--- config.mk ---
export PLATFORM = sky130hd
export DESIGN_NAME = multi_edge_event_detector
export DESIGN_NICKNAME = d
export VERILOG_FILES = /design/src/rtl/edge_det_pkg.sv /design/src/rtl/edge_det_channel.sv /design/src/rtl/multi_edge_event_detector.sv
export SDC_FILE = /design/constraint.sdc
export NUM_CORES = 1
export LEC_CHECK = 0
export CAP_MARGIN = 20
export CELL_PAD_IN_SITES_DETAIL_PLACEMENT = 1
export CELL_PAD_IN_SITES_GLOBAL_PLACEMENT = 1
export CORE_ASPECT_RATIO = 1.5
export CORE_MARGIN = 2
export CORE_UTILIZATION = 41
export CTS_CLUSTER_SIZE = 12
export DETAILED_ROUTE_END_ITERATION = 8
export GPL_TIMING_DRIVEN = 0
export PLACE_DENSITY = 0.82
export SETUP_SLACK_MARGIN = 0.15
export SKIP_CTS_REPAIR_TIMING = 1
export SLEW_MARGIN = 20
export SYNTH_ARGS = -nofsm -noshare
export SYNTH_HDL_FRONTEND = slang
export SYNTH_HIERARCHICAL = 1
export SYNTH_SLANG_ARGS = --single-unit
--- constraint.sdc ---
create_clock -name clk -period 1.73 [get_ports clk]
set_input_delay 0.2595 -clock clk [delete_from_list [all_inputs] [get_ports clk]]
set_output_delay 0.2595 -clock clk [all_outputs]
set_load 0.01 [all_outputs]
--- src/rtl/edge_det_pkg.sv ---
// Shared encodings for the multi-channel edge/event detector.
package edge_det_pkg;

  localparam logic [1:0] EDGE_NONE = 2'b00;
  localparam logic [1:0] EDGE_RISE = 2'b01;
  localparam logic [1:0] EDGE_FALL = 2'b10;
  localparam logic [1:0] EDGE_BOTH = 2'b11;

  typedef enum logic [1:0] {
    IDLE   = 2'b00,
    HOLD   = 2'b01,
    REPEAT = 2'b10
  } rpt_state_t;

  function automatic int max2(input int a, input int b);
    return (a > b) ? a : b;
  endfunction

endpackage

--- src/rtl/edge_det_channel.sv ---
// One input bit: synchronizer, debounce filter, edge event and auto-repeat FSM.
module edge_det_channel
  import edge_det_pkg::*;
#(
  parameter int SYNC_STAGES     = 2,
  parameter int DEBOUNCE_CYCLES = 4,
  parameter int REPEAT_DELAY    = 8,
  parameter int REPEAT_RATE     = 4
) (
  input  logic       clk,
  input  logic       rst_n,
  input  logic       din,
  input  logic [1:0] mode,
  input  logic       repeat_en,
  output logic       evt,
  output logic       level
);

  localparam int CNT_W  = (DEBOUNCE_CYCLES > 1) ? $clog2(DEBOUNCE_CYCLES) : 1;
  localparam int RCNT_W = $clog2(max2(REPEAT_DELAY, REPEAT_RATE)) + 1;
  localparam logic [CNT_W-1:0]  DB_LAST    = CNT_W'(DEBOUNCE_CYCLES - 1);
  localparam logic [RCNT_W-1:0] DELAY_LAST = RCNT_W'(REPEAT_DELAY - 1);
  localparam logic [RCNT_W-1:0] RATE_LAST  = RCNT_W'(REPEAT_RATE - 1);

  logic [SYNC_STAGES-1:0] sync_q;
  logic                   samp_p0;
  logic [CNT_W-1:0]       cnt;
  logic [RCNT_W-1:0]      rcnt;
  rpt_state_t             state;
  logic                   accept, rise, fall, rpt_evt, rise_en, fall_en;

  assign rise_en = (mode != EDGE_NONE) && (mode != EDGE_FALL);
  assign fall_en = (mode == EDGE_FALL) || (mode == EDGE_BOTH);

  // Debounce decision on the registered sample; the extra stage puts the
  // level change exactly SYNC_STAGES+DEBOUNCE_CYCLES edges after the input.
  assign accept = (samp_p0 != level) && (cnt == DB_LAST);
  assign rise   = accept && samp_p0;
  assign fall   = accept && !samp_p0;

  always_comb begin
    rpt_evt = 1'b0;
    case (state)
      HOLD:    rpt_evt = level && !fall && (rcnt == DELAY_LAST);
      REPEAT:  rpt_evt = level && !fall && (rcnt == RATE_LAST);
      default: rpt_evt = 1'b0;
    endcase
  end

  always_ff @(posedge clk or negedge rst_n) begin
    if (!rst_n) begin
      sync_q  <= '0;
      samp_p0 <= 1'b0;
      cnt     <= '0;
      level   <= 1'b0;
      evt     <= 1'b0;
      rcnt    <= '0;
      state   <= IDLE;
    end else begin
      sync_q  <= {sync_q[SYNC_STAGES-2:0], din};
      samp_p0 <= sync_q[SYNC_STAGES-1];

      if (samp_p0 == level) begin
        cnt <= '0;
      end else if (accept) begin
        cnt   <= '0;
        level <= samp_p0;
      end else begin
        cnt <= cnt + 1'b1;
      end

      evt <= (rise && rise_en) || (fall && fall_en) || (rpt_evt && repeat_en && rise_en);

      // Repeat FSM runs independently of repeat_en so enabling mid-hold joins the current phase.
      case (state)
        IDLE: begin
          if (rise) begin
            state <= HOLD;
            rcnt  <= '0;
          end
        end
        HOLD: begin
          if (!level || fall) begin
            state <= IDLE;
          end else if (rcnt == DELAY_LAST) begin
            state <= REPEAT;
            rcnt  <= '0;
          end else begin
            rcnt <= rcnt + 1'b1;
          end
        end
        REPEAT: begin
          if (!level || fall) begin
            state <= IDLE;
          end else if (rcnt == RATE_LAST) begin
            rcnt <= '0;
          end else begin
            rcnt <= rcnt + 1'b1;
          end
        end
        default: state <= IDLE;
      endcase
    end
  end

endmodule

--- src/rtl/multi_edge_event_detector.sv ---
// N independent debounced edge/repeat event channels with a combined event flag.
module multi_edge_event_detector
  import edge_det_pkg::*;
#(
  parameter int N_CH            = 4,
  parameter int SYNC_STAGES     = 2,
  parameter int DEBOUNCE_CYCLES = 4,
  parameter int REPEAT_DELAY    = 8,
  parameter int REPEAT_RATE     = 4
) (
  input  logic              clk,
  input  logic              rst_n,
  input  logic [N_CH-1:0]   I,
  input  logic [2*N_CH-1:0] mode,
  input  logic [N_CH-1:0]   repeat_en,
  output logic [N_CH-1:0]   O,
  output logic [N_CH-1:0]   level,
  output logic              any_event
);

  for (genvar i = 0; i < N_CH; i++) begin : g_ch
    edge_det_channel #(
      .SYNC_STAGES    (SYNC_STAGES),
      .DEBOUNCE_CYCLES(DEBOUNCE_CYCLES),
      .REPEAT_DELAY   (REPEAT_DELAY),
      .REPEAT_RATE    (REPEAT_RATE)
    ) u_ch (
      .clk      (clk),
      .rst_n    (rst_n),
      .din      (I[i]),
      .mode     (mode[2*i +: 2]),
      .repeat_en(repeat_en[i]),
      .evt      (O[i]),
      .level    (level[i])
    );
  end

  assign any_event = |O;

endmodule

==> flow_summary_export.csv, run 1 <==
group,metric,value,unit
status,outcome,"finished with violations",
final_layout,final_core_util,0.5515,
pwr,p_leak,1.518,nW
timing,clock.fmax,591.0,MHz
timing,setup_viol,0,
timing,hold_viol,26,
grt,antenna_found_initial,0,
synth,yosysSeqAreaShare,0.4498,
place,dp.cells,372,
route,met2_length,3.675,mm
synth,yosys_warnings,6,
place,routabilityCongestion,0.7924,
setup_path,crit_required,1940,ps
grt,grt_pass1_wl,10.41,mm
floorplan,dieHeight,106.9,microns
setup_path,crit_fanout,7,
pwr,power.density,1386,nW/um^2
timing,slew_violations,0,
synth,synth_nets,307,
synth,synth_top_flop_cell,"dfrtp_1",
cts,cts_sinks,52,
timing,post-route-min-period,1692,ps
grt,grt_pass1_vias,2335,
route,initialDrtViolationCount,66,
final_layout,diodes,0,
timing,post-route-period-util,0.9780,
synth,netlist_area,2893,sq um
cts,cts_buffers,5,
floorplan,pin_count,27,
setup_path,cp-end-kind,"register",
route,vias,2222,
route,first_pass_iters,4,
floorplan,rows,37,
route,routed-wl-met3,125,microns
route,vias_per_cell,5.654,
synth,synth_seq_cells,52,
final_layout,fin_cells,393,
run,max-cap-violations,0,
setup_path,arrival,1900,ps
route,ant_nets,0,
timing,grt_setup_unrepaired,"yes",
route,remaining_drc_errors,0,
final_layout,final_common_cell,"dfrtp_1",
route,wl_met1,2.623,mm
timing,clock_skew,7.865,ps
final_layout,syn2layout_area_growth,30.62,%
route,drt-total-wl,6.558,mm
setup_path,cp_slowest_cell,"dfrtp_1",
grt,grt_max_degree,53,
timing,maxSlewHeadroom,0.5649,
grt,overflow,0,
route,highest_layer,"met4",
synth,synth.distinct_cells,49,
floorplan,initial_core_util,0.4222,
timing,worst_pin_slew,652.7,ps
floorplan,core-area,6852,sq um
cts,clkTransAtPathRegs,90,ps
status,violations,"hold timing",
final_layout,nets,354,
final_layout,fillerInstances,721,
setup_path,cpPeakStageDelay,430,ps
timing,whs,-19.65,ps
floorplan,die_w,72.59,microns
final_layout,layout-drive-gt1-share,0.2889,
setup_path,worstPathCellList,"inv_2, ha_4, nor3b_4, a32oi_4, a311o_1, o31ai_2",
route,wl_per_cell,16.69,microns
cts,clock_latency,300,ps
grt,grtUsageTotal,0.1691,
hold_path,hold_class,"input pin to async pin",
synth,async_reset_ff_frac,1.000,
synth,netlist_instances,268,
cts,cts_tree,"yes",
final_layout,final_cell_mix,"dfrtp_1, clkdlybuf4s50_1, inv_1, buf_4, nand2_1",
cts,ctsRootBufferMaster,"clkbuf_8",
setup_path,cp-start-kind,"register",
pwr,worst_ir_drop_vdd,0.6441,mV
cts,clk_path_buf_depth,2,
place,numPortBuffers,26,
synth,avgSynthCellArea,10.79,sq um
setup_path,worst-setup-path-type,"register to register",
place,place_hpwl,4.556,mm
cts,htreeDepth,2,
setup_path,rrSetupSlack,40,ps
synth,synth-edff-count,0,
floorplan,dieArea,7758,sq um
==> cells in the mapped netlist, types with 4 or more instances <==
| library cell | count | area, sq um |
|---|---|---|
| a21oi_1 | 11 | 55.05 |
| buf_6 | 4 | 45.04 |
| dfrtp_1 | 52 | 1301 |
| ha_1 | 21 | 262.8 |
| inv_1 | 25 | 93.84 |
| mux2_2 | 4 | 45.04 |
| mux2i_1 | 5 | 50.05 |
| nand2_1 | 13 | 48.80 |
| nand2b_1 | 4 | 25.02 |
| nand3_1 | 7 | 35.03 |
| nand3b_1 | 4 | 30.03 |
| nor2_1 | 12 | 45.04 |
| nor2b_1 | 7 | 43.79 |
| nor3_1 | 8 | 40.04 |
| nor3b_1 | 9 | 67.56 |
| o21ai_0 | 16 | 80.08 |
| o32ai_1 | 4 | 35.03 |
| xnor2_1 | 6 | 52.55 |
==> kinds of logic after synthesis <==
logic type,count (synthesis),synth area share
xor+xnor,7,0.02119
buf+inv,29,0.04801
compound gates,66,0.1795
fa+ha+maj,21,0.09083
mux,10,0.03676
flops,52,0.4498
simple gates,83,0.1739
==> worst max-delay path, delay by kind of cell, from the launching register on <==
family                     cells  cell delay [ps]
DFF                            1              430
AOI/OAI and AO/OA              3              620
adders and majority gates      1              210
buffers and inverters          1              100
and+or+nand+nor                1              240
==> metal layers <==
metal	track usage	vias to the layer above
met4	0.06746	0
met3	0.02068	10
met1	0.1842	1119
met2	0.3201	32
met5	0	-
li1	-	1061
==> stage by stage <==
| stage | instance area, sq um | hold slack [ps] | total power [mW] | setup WS, ps | TNS (ps) |
|---|---|---|---|---|---|
| final | 3779 | -19.65 | 5.238 | 37.99 | 0 |
| after global routing | 3779 | 26.47 | 5.619 | -65.73 | -194.0 |
| after CTS | 3472 | 8.056 | 4.579 | -226.6 | -491.3 |
| after detailed placement | 3395 | 337.1 | 3.889 | -36.16 | -102.4 |
| after global placement | 3397 | 332.4 | 3.761 | -1177 | -60980 |
| after floorplan | 3039 | -36.09 | 3.268 | 146.0 | 0 |
==> sequential cells by signal, indices dropped and copies added, names as in the netlist <==
register           count
g_ch.u_ch/rcnt        16
g_ch.u_ch/cnt          8
g_ch.u_ch/state        8
g_ch.u_ch/sync_q       8
g_ch.u_ch/evt          4
g_ch.u_ch/level        4
g_ch.u_ch/samp_p0      4
==> where the power goes <==
part | leakage (nW) | switching, mW | internal [mW]
logic | 0.803 | 1.44 | 1.47
registers | 0.674 | 0.220 | 1.46
clock network | 0.0410 | 0.376 | 0.276
==> cell type report <==
class / count / area, sq um / share of cell area
Clock inverter: 1 / 5.005 / 0.001325
Tap cell: 78 / 97.59 / 0.02583
Clock buffer: 6 / 72.57 / 0.01921
Timing Repair Buffer: 40 / 361.6 / 0.09570
Sequential cell: 52 / 1306 / 0.3457
Buffer: 4 / 45.04 / 0.01192
Multi-Input combinational cell: 187 / 1789 / 0.4735
Inverter: 25 / 101.3 / 0.02682
==> worst paths after layout <==
| path | start | endpoint | cells after the start |
|---|---|---|---|
| max | g_ch[3].u_ch/state[1]$_DFFE_PN0P_ | g_ch[3].u_ch/rcnt[3]$_DFFE_PN0P_ | 6 |
| min | rst_n | g_ch[3].u_ch/cnt[1]$_DFF_PN0_ | 1 |
| max reg2reg | g_ch[3].u_ch/state[1]$_DFFE_PN0P_ | g_ch[3].u_ch/rcnt[3]$_DFFE_PN0P_ | 6 |
| min reg2reg | g_ch[3].u_ch/sync_q[1]$_DFF_PN0_ | g_ch[3].u_ch/samp_p0$_DFF_PN0_ | 0 |
| max in group asynchronous | rst_n | g_ch[1].u_ch/state[0]$_DFFE_PN0P_ | 1 |
| min in group clk | g_ch[3].u_ch/sync_q[1]$_DFF_PN0_ | g_ch[3].u_ch/samp_p0$_DFF_PN0_ | 0 |
(Power assumes the default switching activity.)
==> run 2, diff against run 1 <==
--- a/config.mk
+++ b/config.mk
@@ -11,10 +11,11 @@
 export CORE_ASPECT_RATIO = 1.5
 export CORE_MARGIN = 2
 export CORE_UTILIZATION = 41
+export CTS_CLUSTER_DIAMETER = 150
 export CTS_CLUSTER_SIZE = 12
 export DETAILED_ROUTE_END_ITERATION = 8
 export GPL_TIMING_DRIVEN = 0
-export PLACE_DENSITY = 0.82
+export PLACE_DENSITY = 0.85
 export SETUP_SLACK_MARGIN = 0.15
 export SKIP_CTS_REPAIR_TIMING = 1
 export SLEW_MARGIN = 20
==> run 2 against run 1 <==
Against the previous run:
- the run ends with hold timing, setup timing left
- non-clock buffer count grew 9
- sequential share of layout area shrank 1.5 points
- global-route usage is essentially flat
- via count grew 4.5%
- clock skew grew 2.8 ps
- combinational power grew 7.9%
- flip-flop and latch count is the same
- worst hold slack lost 18 ps
- sequential power is essentially flat
- largest power group unchanged
==> flow_summary_export.csv, run 2 (synthesis results as in run 1) <==
group,metric,value,unit
status,outcome,"finished with violations",
status,violations,"hold timing, setup timing",
floorplan,dieHeight,106.9,microns
setup_path,cp-start-kind,"register",
floorplan,initial_core_util,0.4222,
cts,ctsRootBufferMaster,"clkbuf_8",
grt,grt_pass1_wl,10.41,mm
run,max-cap-violations,0,
cts,htreeDepth,2,
floorplan,rows,37,
cts,clk_path_buf_depth,2,
pwr,p_int,3.627,mW
cts,clkTransAtPathRegs,100,ps
final_layout,regMostFlops,"g_ch.u_ch/rcnt",
route,wl_per_cell,19.03,microns
timing,hold_viol,20,
pwr,worst_ir_drop_vdd,0.7114,mV
grt,grt_pass1_vias,2350,
pwr,power.density,1473,nW/um^2
timing,worst_pin_slew,670.4,ps
setup_path,crit_required,1930,ps
pwr,p_seq_frac,0.293,
final_layout,diodes,0,
route,initialDrtViolationCount,81,
timing,slew_violations,0,
floorplan,die_w,72.59,microns
place,routabilityCongestion,0.8010,
cts,cts_sinks,52,
route,drt-total-wl,7.652,mm
final_layout,nets,363,
route,vias_per_cell,5.776,
route,vias,2322,
timing,post-route-period-util,1.004,
final_layout,final_core_util,0.5758,
floorplan,core-area,6852,sq um
timing,clock.fmax,575.7,MHz
final_layout,final_cell_mix,"dfrtp_1, clkdlybuf4s50_1, buf_4, inv_1, nand2_1",
place,place_hpwl,4.535,mm
grt,grt_max_degree,53,
timing,clock_skew,10.65,ps
setup_path,cp-end-kind,"register",
final_layout,fillerInstances,720,
pwr,power_frac_comb,0.541,
pwr,p_leak,1.598,nW
timing,layout_setup_ws,-7.070,ps
setup_path,arrival,1940,ps
timing,finalSetupTns,-9.399,ps
pwr,net-switching-power,2.182,mW
final_layout,layout-drive-gt1-share,0.3179,
place,dp.cells,372,
timing,maxSlewHeadroom,0.5530,
setup_path,worst-setup-path-type,"register to register",
route,remaining_drc_errors,0,
grt,antenna_found_initial,0,
cts,clock_latency,310,ps
timing,post-route-min-period,1737,ps
floorplan,dieArea,7758,sq um
grt,grtUsageTotal,0.1689,
final_layout,syn2layout_area_growth,36.38,%
final_layout,fin_cells,402,
setup_path,crit_fanout,6,
pwr,totalPowerFinal,5.809,mW
final_layout,final_common_cell,"dfrtp_1",
pwr,p_sw_frac,0.3757,
floorplan,pin_count,27,
timing,whs,-37.67,ps
timing,setup_viol,2,
cts,cts_tree,"yes",
pwr,clockPowerShare,0.166,
route,ant_nets,0,
cts,cts_buffers,5,
hold_path,hold_class,"input pin to async pin",
place,numPortBuffers,26,
final_layout,seq_area,1306,sq um
grt,overflow,0,
timing,grt_setup_unrepaired,"yes",
route,first_pass_iters,4,
final_layout,largest_reg_flops,16,
final_layout,multi_input_area,1809,sq um
## run 2: final timing paths
check / startpoint / endpoint / slack (ps) / cells past startpoint
worst max-delay path: g_ch[0].u_ch/state[1]$_DFFE_PN0P_ / g_ch[0].u_ch/rcnt[3]$_DFFE_PN0P_ / -7 / 6
worst min-delay path: rst_n / g_ch[0].u_ch/rcnt[3]$_DFFE_PN0P_ / -40 / 1
worst max register to register: g_ch[0].u_ch/state[1]$_DFFE_PN0P_ / g_ch[0].u_ch/rcnt[3]$_DFFE_PN0P_ / -7 / 6
worst min register to register: g_ch[1].u_ch/sync_q[1]$_DFF_PN0_ / g_ch[1].u_ch/samp_p0$_DFF_PN0_ / 350 / 0
max in group asynchronous: rst_n / g_ch[3].u_ch/state[0]$_DFFE_PN0P_ / 1260 / 1
min in group clk: g_ch[1].u_ch/sync_q[1]$_DFF_PN0_ / g_ch[1].u_ch/samp_p0$_DFF_PN0_ / 350 / 0
## run 2: cell type report
class / instances / area share
buffer: 4 / 0.01142
clock buffer: 5 / 0.01744
clock inverter: 2 / 0.01522
inverter: 25 / 0.02442
multi-input combinational: 187 / 0.4586
sequential: 52 / 0.3311
tap: 78 / 0.02474
timing repair buffer: 49 / 0.1170
## run 2: power by group through the flow
stage	Combinational (mW)	Sequential, mW	Clock (mW)
after floorplan	1.60	1.67	0
after global placement	2.09	1.67	0
after detailed placement	2.18	1.70	0
after CTS	2.20	1.67	0.988
after global routing	3.38	1.73	1.04
final	3.14	1.70	0.965
## run 2: critical path: stages, from the launching register on
cell and delay [ps]:
dfrtp_1 460, inv_2 110, ha_4 210, o21ai_4 160, a21oi_2 60, a2111o_1 370, a22o_1 250
## run 2: metal layers
layer / vias to the layer above / global-route usage / wire length, microns
met5: - / 0 / 0
met4: 0 / 0.05556 / 179
met3: 17 / 0.02820 / 181
met2: 38 / 0.3149 / 4331
met1: 1190 / 0.1892 / 2959
li1: 1077 / - / -
## run 2: metrics by stage
step,area [sq um],setup WS (ps)
floorplan,3039,146.0
global placement,3397,-1100
detailed placement,3395,-41.70
CTS,3523,-226.4
global route,3945,-88.50
finish,3945,-7.070
